File: src/rtl/serial_add_seq_if.sv
// Operand and result handshakes for serial_add_seq.
// The master side supplies operands and drains results; the slave is the sequencer.
interface serial_add_seq_if #(
    parameter int WIDTH = 8
);
    logic             i_valid;
    logic             o_ready;
    logic [WIDTH-1:0] i_op_a;
    logic [WIDTH-1:0] i_op_b;
    logic             i_cin;
    logic             i_sub;
    logic             o_valid;
    logic             i_ready;
    logic [WIDTH-1:0] o_sum;
    logic             o_cout;
    logic             o_ovf;
    logic             o_busy;

    modport master (
        output i_valid, i_op_a, i_op_b, i_cin, i_sub, i_ready,
        input  o_ready, o_valid, o_sum, o_cout, o_ovf, o_busy
    );

    modport slave (
        input  i_valid, i_op_a, i_op_b, i_cin, i_sub, i_ready,
        output o_ready, o_valid, o_sum, o_cout, o_ovf, o_busy
    );
endinterface

File: src/rtl/serial_add_seq.sv
// Bit-serial add/subtract sequencer driving an external registered 1-bit full adder,
// LSB first, and reassembling sum, carry-out and signed overflow.
module serial_add_seq #(
    parameter int WIDTH = 8
) (
    input  logic             i_clk,
    input  logic             i_reset,
    serial_add_seq_if.slave  bus,
    output logic             o_fa_a,
    output logic             o_fa_b,
    output logic             o_fa_c,
    input  logic             i_fa_o,
    input  logic             i_fa_c
);
    localparam int KW = $clog2(WIDTH + 1);
    localparam logic [KW-1:0] K_LAST = KW'(WIDTH);
    localparam logic [KW-1:0] K_MSB  = KW'(WIDTH - 1);

    typedef enum logic [1:0] {IDLE, RUN, DONE} state_t;

    state_t           state_reg;
    logic [KW-1:0]    k_reg;
    logic [WIDTH-1:0] a_reg;
    logic [WIDTH-1:0] b_reg;
    logic [WIDTH-1:0] acc_reg;
    logic [WIDTH-1:0] acc_next;
    logic [WIDTH-1:0] sum_reg;
    logic             cin0_reg;
    logic             cmsb_reg;
    logic             cout_reg;
    logic             ovf_reg;

    // The adder's sum for bit k-1 arrives while the counter reads k.
    generate
        for (genvar gi = 0; gi < WIDTH; gi++) begin : g_acc
            assign acc_next[gi] = (k_reg == KW'(gi + 1)) ? i_fa_o : acc_reg[gi];
        end
    endgenerate

    // Operands shift right each RUN cycle so bit 0 is always the current bit.
    always_comb begin
        o_fa_a = 1'b0;
        o_fa_b = 1'b0;
        o_fa_c = 1'b0;
        if (state_reg == RUN && k_reg != K_LAST) begin
            o_fa_a = a_reg[0];
            o_fa_b = b_reg[0];
            o_fa_c = (k_reg == '0) ? cin0_reg : i_fa_c;
        end
    end

    assign bus.o_ready = (state_reg == IDLE) && i_reset;
    assign bus.o_valid = (state_reg == DONE);
    assign bus.o_busy  = (state_reg != IDLE);
    assign bus.o_sum   = sum_reg;
    assign bus.o_cout  = cout_reg;
    assign bus.o_ovf   = ovf_reg;

    always_ff @(posedge i_clk) begin
        if (!i_reset) begin
            state_reg <= IDLE;
            k_reg     <= '0;
            a_reg     <= '0;
            b_reg     <= '0;
            acc_reg   <= '0;
            sum_reg   <= '0;
            cin0_reg  <= 1'b0;
            cmsb_reg  <= 1'b0;
            cout_reg  <= 1'b0;
            ovf_reg   <= 1'b0;
        end else begin
            case (state_reg)
                IDLE: begin
                    if (bus.i_valid) begin
                        a_reg     <= bus.i_op_a;
                        b_reg     <= bus.i_sub ? ~bus.i_op_b : bus.i_op_b;
                        cin0_reg  <= bus.i_sub | bus.i_cin;
                        k_reg     <= '0;
                        state_reg <= RUN;
                    end
                end
                RUN: begin
                    acc_reg <= acc_next;
                    a_reg   <= a_reg >> 1;
                    b_reg   <= b_reg >> 1;
                    if (k_reg == K_MSB) begin
                        cmsb_reg <= o_fa_c;
                    end
                    if (k_reg == K_LAST) begin
                        cout_reg  <= i_fa_c;
                        ovf_reg   <= cmsb_reg ^ i_fa_c;
                        sum_reg   <= acc_next;
                        state_reg <= DONE;
                    end else begin
                        k_reg <= k_reg + 1'b1;
                    end
                end
                DONE: begin
                    if (!bus.i_valid && bus.i_ready) begin
                        state_reg <= IDLE;
                    end
                end
                default: state_reg <= IDLE;
            endcase
        end
    end
endmodule

File: src/flat_wrapper.sv
// flat-port wrapper written by rule: the top's interface ports become plain ports
module serial_add_seq_flat 
#(
    parameter int WIDTH = 8
)
  (i_clk, i_reset, o_fa_a, o_fa_b, o_fa_c, i_fa_o, i_fa_c, bus_i_valid, bus_i_op_a, bus_i_op_b, bus_i_cin, bus_i_sub, bus_i_ready, bus_o_ready, bus_o_valid, bus_o_sum, bus_o_cout, bus_o_ovf, bus_o_busy);
  serial_add_seq_if #(.WIDTH(WIDTH)) bus_i ();
  input  logic i_clk;
  input  logic i_reset;
  output logic o_fa_a;
  output logic o_fa_b;
  output logic o_fa_c;
  input  logic i_fa_o;
  input  logic i_fa_c;
  input wire logic [$bits(bus_i.i_valid)-1:0] bus_i_valid;
  input wire logic [$bits(bus_i.i_op_a)-1:0] bus_i_op_a;
  input wire logic [$bits(bus_i.i_op_b)-1:0] bus_i_op_b;
  input wire logic [$bits(bus_i.i_cin)-1:0] bus_i_cin;
  input wire logic [$bits(bus_i.i_sub)-1:0] bus_i_sub;
  input wire logic [$bits(bus_i.i_ready)-1:0] bus_i_ready;
  output wire logic [$bits(bus_i.o_ready)-1:0] bus_o_ready;
  output wire logic [$bits(bus_i.o_valid)-1:0] bus_o_valid;
  output wire logic [$bits(bus_i.o_sum)-1:0] bus_o_sum;
  output wire logic [$bits(bus_i.o_cout)-1:0] bus_o_cout;
  output wire logic [$bits(bus_i.o_ovf)-1:0] bus_o_ovf;
  output wire logic [$bits(bus_i.o_busy)-1:0] bus_o_busy;
  assign bus_i.i_valid = bus_i_valid;
  assign bus_i.i_op_a = bus_i_op_a;
  assign bus_i.i_op_b = bus_i_op_b;
  assign bus_i.i_cin = bus_i_cin;
  assign bus_i.i_sub = bus_i_sub;
  assign bus_i.i_ready = bus_i_ready;
  assign bus_o_ready = bus_i.o_ready;
  assign bus_o_valid = bus_i.o_valid;
  assign bus_o_sum = bus_i.o_sum;
  assign bus_o_cout = bus_i.o_cout;
  assign bus_o_ovf = bus_i.o_ovf;
  assign bus_o_busy = bus_i.o_busy;
  serial_add_seq #(.WIDTH(WIDTH)) u_core (.i_clk(i_clk), .i_reset(i_reset), .bus(bus_i), .o_fa_a(o_fa_a), .o_fa_b(o_fa_b), .o_fa_c(o_fa_c), .i_fa_o(i_fa_o), .i_fa_c(i_fa_c));
endmodule
File: config.mk
export PLATFORM = sky130hd
export DESIGN_NAME = serial_add_seq_flat
export DESIGN_NICKNAME = d
export VERILOG_FILES = /design/src/rtl/serial_add_seq_if.sv /design/src/rtl/serial_add_seq.sv /design/src/flat_wrapper.sv
export SDC_FILE = /design/constraint.sdc
export NUM_CORES = 1
export LEC_CHECK = 0
export ABC_AREA = 1
export ABC_CLOCK_PERIOD_IN_PS = 1700
export CAP_MARGIN = 0
export CORE_MARGIN = 2
export CORE_UTILIZATION = 35
export CTS_CLUSTER_DIAMETER = 30
export DETAILED_ROUTE_END_ITERATION = 12
export PLACE_DENSITY = 0.58
export SLEW_MARGIN = 10
export SYNTH_ARGS = -nofsm -noshare
export SYNTH_HDL_FRONTEND = slang
export SYNTH_SLANG_ARGS = --single-unit
File: constraint.sdc
create_clock -name i_clk -period 1.7 [get_ports i_clk]
set_input_delay 0.255 -clock i_clk [delete_from_list [all_inputs] [get_ports i_clk]]
set_output_delay 0.255 -clock i_clk [all_outputs]
set_load 0.01 [all_outputs]
==> impl_metrics.tcl, run 1 <==
set metrics [dict create \
    status "completed" \
    grt_pass1_vias 1682 \
    met1Wirelength_um 2360 \
    finalCriticalPeriod_ps 1600 \
    antenna_cells 0 \
    cts_tree "done" \
    grt_setup_unrepaired "false" \
    yosysSeqAreaShare_pct 40.2 \
    cts.sinks 41 \
    wl_met3_um 245 \
    crit_chain "inv_2 > nand2_1 > clkdlybuf4s50_1" \
    hold_buffers 0 \
    num_rows 27 \
    vias 1908 \
    finalSetupViolCount 0 \
    comb_power_share_pct 22.6 \
    core-area_um2 5570 \
    insertion_delay_ps 290 \
    grt_usage_pct 15.7 \
    finClkSkew_ps 6.74 \
    synth_cell_type_count 21 \
    crit_required_ps 1440 \
    path_depth 3 \
    path_buf_inv 2 \
    die_w_um 80.3 \
    viasPerCell 4.55 \
    place_area_um2 2550 \
    drt-initial-drc-count 102 \
    synth_top_flop_cell "dfxtp_1" \
    die_h_um 80.3 \
    maxSlewHeadroom_pct 70.3 \
    ant_nets 0 \
    synth_area_leaders "dfxtp_1 (40%), nand2_1 (14%), o21ai_0 (8.1%), nor2_1 (7.5%), inv_1 (5.0%)" \
    p_total_mw 2.36 \
    end_kind "output pin" \
    cts_made_buffers 5 \
    syn_inst 294 \
    max-clock-path-buffers 2 \
    ir_drop_mv 0.425 \
    hold_path_class "reg2reg" \
    cpLargestDelayFamily "buffers and inverters" \
    hold_violations 0 \
    leakagePower_nw 1.22 \
    yosysTopAreaCell "dfxtp_1" \
    nets 375 \
    worst_slew_pin_slew_ps 443 \
    synth_top_area_share_pct 40.2 \
    clock.fmax_ghz 0.626 \
    htree_levels 2 \
    clkPwrFrac_pct 32.2 \
    pwr-share-seq_pct 45.2 \
    crit_type "reg2out" \
    startpoint "u_core.state_reg[1]" \
    highest_layer "met4" \
    routed_wl_um 4730 \
    final_cell_mix "nand2_1 (77), nor2_1 (39), dfxtp_1 (38)" \
    final_cell_area_um2 2680 \
    areaGrowthSynthToFinish_pct 31.5 \
    io_pins 40 \
    fin_cells 419 \
    synth_edf_count 0 \
    clockRootBuffer "clkbuf_8" \
    avgSynthCellArea_um2 6.94 \
    p_switching_mw 0.665 \
    placed_cells 411 \
    drc 0 \
    timing.rr.start "u_core.k_reg[0]" \
    grt-ovfl-total 0 \
    dieArea_um2 6450 \
    critPathArrivalTime_ps 1340 \
    maxCapViolCount 0 \
    synthArstFlopShare_pct 0 \
    ys_warn_count 0 \
    cp_slowest_stage_delay_ps 540 \
    antenna_found_initial 0 \
    io_buffers 39 \
    routed-wl-met2_um 2040 \
    initial_utilization_pct 36.6 \
    dpl.hpwl_um 3320 \
    r2r_cells 8 \
    timing.rr.end "u_core.bus.o_sum[2]" \
    internal_power_mw 1.70 \
    critPathLaunchType "flop" \
    cp-endpoint "bus_o_busy" \
    ys_ff_latch 41 \
    p_per_area_nw_per_um2 881 \
    path_max_fanout 5 \
    drtPass1Iterations 4 \
    synth.cell_area_um2 2040 \
    sw_frac_of_total_pct 28.1 \
    grt_pass1_wl_um 7760 \
    synth_nets 322 \
    finalCritPeriodShare_pct 94.0 \
    wire_per_inst_um 11.3 \
    final-max-slew-violation-count 0 \
    place_congestion 0.832 \
    layout-drive-gt1-share_pct 14.1 \
    layout_commonest_cell "nand2_1" \
    clk_pin_slew_ps 80 \
    crit_slowest_cell "clkdlybuf4s50_1" \
    grt_max_degree 27 \
    reg2reg_slack_ps 290 \
]
[through the flow]
stage | hold slack, ps | TNS [ps] | worst slack (ps) | utilization, %
6_report | 447 | 0 | 102 | 48.1
3_3_place_gp | 435 | -302 | -143 | 45.8
2_1_floorplan | 390 | 0 | 336 | -
4_1_cts | 450 | 0 | 6.06 | 47.7
5_1_grt | 474 | 0 | 18.1 | 48.1
3_5_place_dp | 439 | -268 | -129 | 45.8
[worst min-delay path: stages (launching register included)]
cell,delay [ps]
dfxtp_1,300
inv_1,50
a21oi_1,50
[Yosys cell counts, types with 3 or more instances]
library cell and instances:
a21oi_1 20, buf_2 3, buf_6 6, dfxtp_1 41, ha_1 4, inv_1 27, inv_2 4, nand2_1 77
nand3_1 15, nor2_1 41, o21ai_0 33, xor2_1 9
[area by class of cell]
cell class,instances,area (µm²)
Sequential cell,41,825
Fill cell,586,2890
Tap cell,72,90.1
Clock buffer,5,68.8
Inverter,32,120
Multi-Input combinational cell,209,1020
Timing Repair Buffer,58,522
Clock inverter,2,35.0
[per-layer routing]
metal	vias up	track usage, %
li1	1026	-
met1	826	20.5
met2	45	24.5
met3	11	4.83
met4	0	5.59
met5	-	0
[power by group through the flow]
stage	registers, mW	clock network (mW)	logic [mW]
6_report	1.07	0.760	0.535
5_1_grt	1.08	0.823	0.605
4_1_cts	1.07	0.785	0.527
3_5_place_dp	1.09	0	0.524
3_3_place_gp	1.09	0	0.520
2_1_floorplan	1.09	0	0.324
[worst min-delay path by stage]
stage | startpoint | to | cells past startpoint
final | u_core.a_reg[6] | u_core.a_reg[6] | 2
after global routing | u_core.a_reg[6] | u_core.a_reg[6] | 2
after CTS | u_core.a_reg[6] | u_core.a_reg[6] | 2
after detailed placement | u_core.a_reg[6] | u_core.a_reg[6] | 2
after global placement | u_core.a_reg[6] | u_core.a_reg[6] | 2
after floorplan | i_fa_c | u_core.bus.o_cout | 2
[cell families (layout without fill, tap and decap cells)]
logic type      count (synthesis)  count (layout)  synth area share, %
flops                          41              41                 40.2
buf+inv                        44              97                 11.0
xor+xnor                        9               9                 3.87
simple gates                  142             142                 29.2
compound gates                 54              54                 13.3
fa+ha+maj                       4               4                 2.45
[timing repair]
action / in CTS / in global routing
setup endpoints to repair: 5 / 3
buffers inserted: 0 / 1
pin swaps: 0 / 1
gates cloned: 0 / 0
endpoints found under the hold margin: 0 / 0
resized for setup: 16 / 8
(Power assumes the default switching activity.)
==> run 2, diff against run 1 <==
==> constraint.sdc (replaced) <==
create_clock -name i_clk -period 1.7 [get_ports i_clk]
set_input_delay 0.17 -clock i_clk [delete_from_list [all_inputs] [get_ports i_clk]]
set_output_delay 0.17 -clock i_clk [all_outputs]
set_load 0.01 [all_outputs]
==> impl_metrics.tcl, run 2 (synthesis gave the netlist of run 1 again) <==
set metrics [dict create \
    dieArea_um2 6450 \
    antenna_cells 0 \
    vias 1881 \
    crit_type "reg2out" \
    regArea_um2 822 \
    maxCapViolCount 0 \
    critPathArrivalTime_ps 1450 \
    post_cts_buffers 0 \
    leakagePower_nw 1.21 \
    ant_nets 0 \
    grt-ovfl-total 0 \
    path_max_fanout 5 \
    grt_setup_unrepaired "false" \
    fin_ws_ps 81.6 \
    io_buffers 39 \
    hold_buffers 0 \
    drtPass1Iterations 4 \
    p_per_area_nw_per_um2 848 \
    placed_cells 406 \
    end_kind "output pin" \
    die_h_um 80.3 \
    core-area_um2 5570 \
    grt_pass1_vias 1653 \
    finClkSkew_ps 3.56 \
    layout_commonest_cell "nand2_1" \
    die_w_um 80.3 \
    clockRootBuffer "clkbuf_8" \
    clk_pin_slew_ps 70 \
    wire_per_inst_um 11.3 \
    grt_usage_pct 15.7 \
    hold_path_class "in2reg" \
    multi_input_area_um2 1000 \
    crit_required_ps 1530 \
    num_rows 27 \
    max-clock-path-buffers 2 \
    hold_violations 0 \
    cts.sinks 41 \
    grt_max_degree 27 \
    antenna_found_initial 0 \
    pre_cts_ws_ps -20.1 \
    num-fill-cells 607 \
    insertion_delay_ps 290 \
    nets 369 \
    drt-initial-drc-count 123 \
    io_pins 40 \
    layout-drive-gt1-share_pct 10.6 \
    ir_drop_mv 0.280 \
    finalCriticalPeriod_ps 1620 \
    routed_wl_um 4680 \
    areaGrowthSynthToFinish_pct 28.0 \
    clock.fmax_ghz 0.618 \
    htree_levels 2 \
    maxSlewHeadroom_pct 70.8 \
    worst_slew_pin_slew_ps 437 \
    cts_made_buffers 5 \
    dpl.hpwl_um 3320 \
    whs_ps 443 \
    final-max-slew-violation-count 0 \
    initial_utilization_pct 36.6 \
    finalCritPeriodShare_pct 95.2 \
    critPathLaunchType "flop" \
    cts_tree "done" \
    final_cell_mix "nand2_1 (77), nor2_1 (40), dfxtp_1 (40)" \
    grt_pass1_wl_um 7760 \
    fin_cells 413 \
    final_core_util_pct 46.8 \
    place_congestion 0.841 \
    viasPerCell 4.55 \
    drc 0 \
    finalSetupViolCount 0 \
    status "completed" \
]
==> run 2: cell count changes in the layout (fill, tap and decap cells not counted), moves of 2 or more <==
cell / change
buf_2: -2
buf_4: -6
dfxtp_1: +2
dfxtp_2: -2
dlymetal6s2s_1: +2
inv_1: +2
inv_2: -2
==> run 2: cell type report <==
class	count	share of cell area, %
Multi-Input combinational cell	209	38.4
Sequential cell	41	31.5
Timing Repair Buffer	52	18.7
Inverter	32	4.60
Tap cell	72	3.45
Clock buffer	7	3.31
==> run 2: through the flow <==
| stage | area (µm²) | power (mW) | setup TNS, ps |
|---|---|---|---|
| 6_report | 2610 | 2.21 | 0 |
| 2_1_floorplan | 2040 | 1.42 | 0 |
| 4_1_cts | 2600 | 2.25 | 0 |
| 3_3_place_gp | 2510 | 1.59 | -10.2 |
| 5_1_grt | 2610 | 2.37 | 0 |
| 3_5_place_dp | 2510 | 1.60 | -20.1 |
==> run 2: metal layers <==
layer,part of all wire [%],track usage (%),up-vias
li1,-,-,1011
met1,50,20.8,815
met2,44,24.9,48
met3,5.2,3.82,7
met4,1.2,5.08,0
met5,0,0,-
==> run 2: worst paths after layout <==
check	start	end	slack, ps	cells after the start
max reg2reg	u_core.k_reg[0]	u_core.bus.o_ovf	240	8
max	u_core.k_reg[0]	o_fa_b	80	6
min reg2reg	u_core.a_reg[6]	u_core.a_reg[6]	450	2
min	bus_i_op_a[7]	u_core.a_reg[7]	440	3
==> run 2: repair_timing <==
item / CTS / global route
endpoints found under the setup margin: 3 / 5
endpoints found under the hold margin: 0 / 0
gates resized for setup: 6 / 7
==> run 2: critical path, cell delays in order (launching register included) <==
cell           delay (ps)
dfxtp_2               320
inv_1                  70
ha_2                  210
nand3_2               110
nand2_4               120
nor2_1                 50
dlygate4sd2_1         270
==> run 2: where the power goes <==
| part | internal, mW | switching [mW] | total, mW | leakage, nW |
|---|---|---|---|---|
| sequential | 1.03 | 0.0366 | 1.07 | 0.336 |
| combinational | 0.220 | 0.284 | 0.504 | 0.828 |
| clock | 0.322 | 0.317 | 0.639 | 0.0443 |
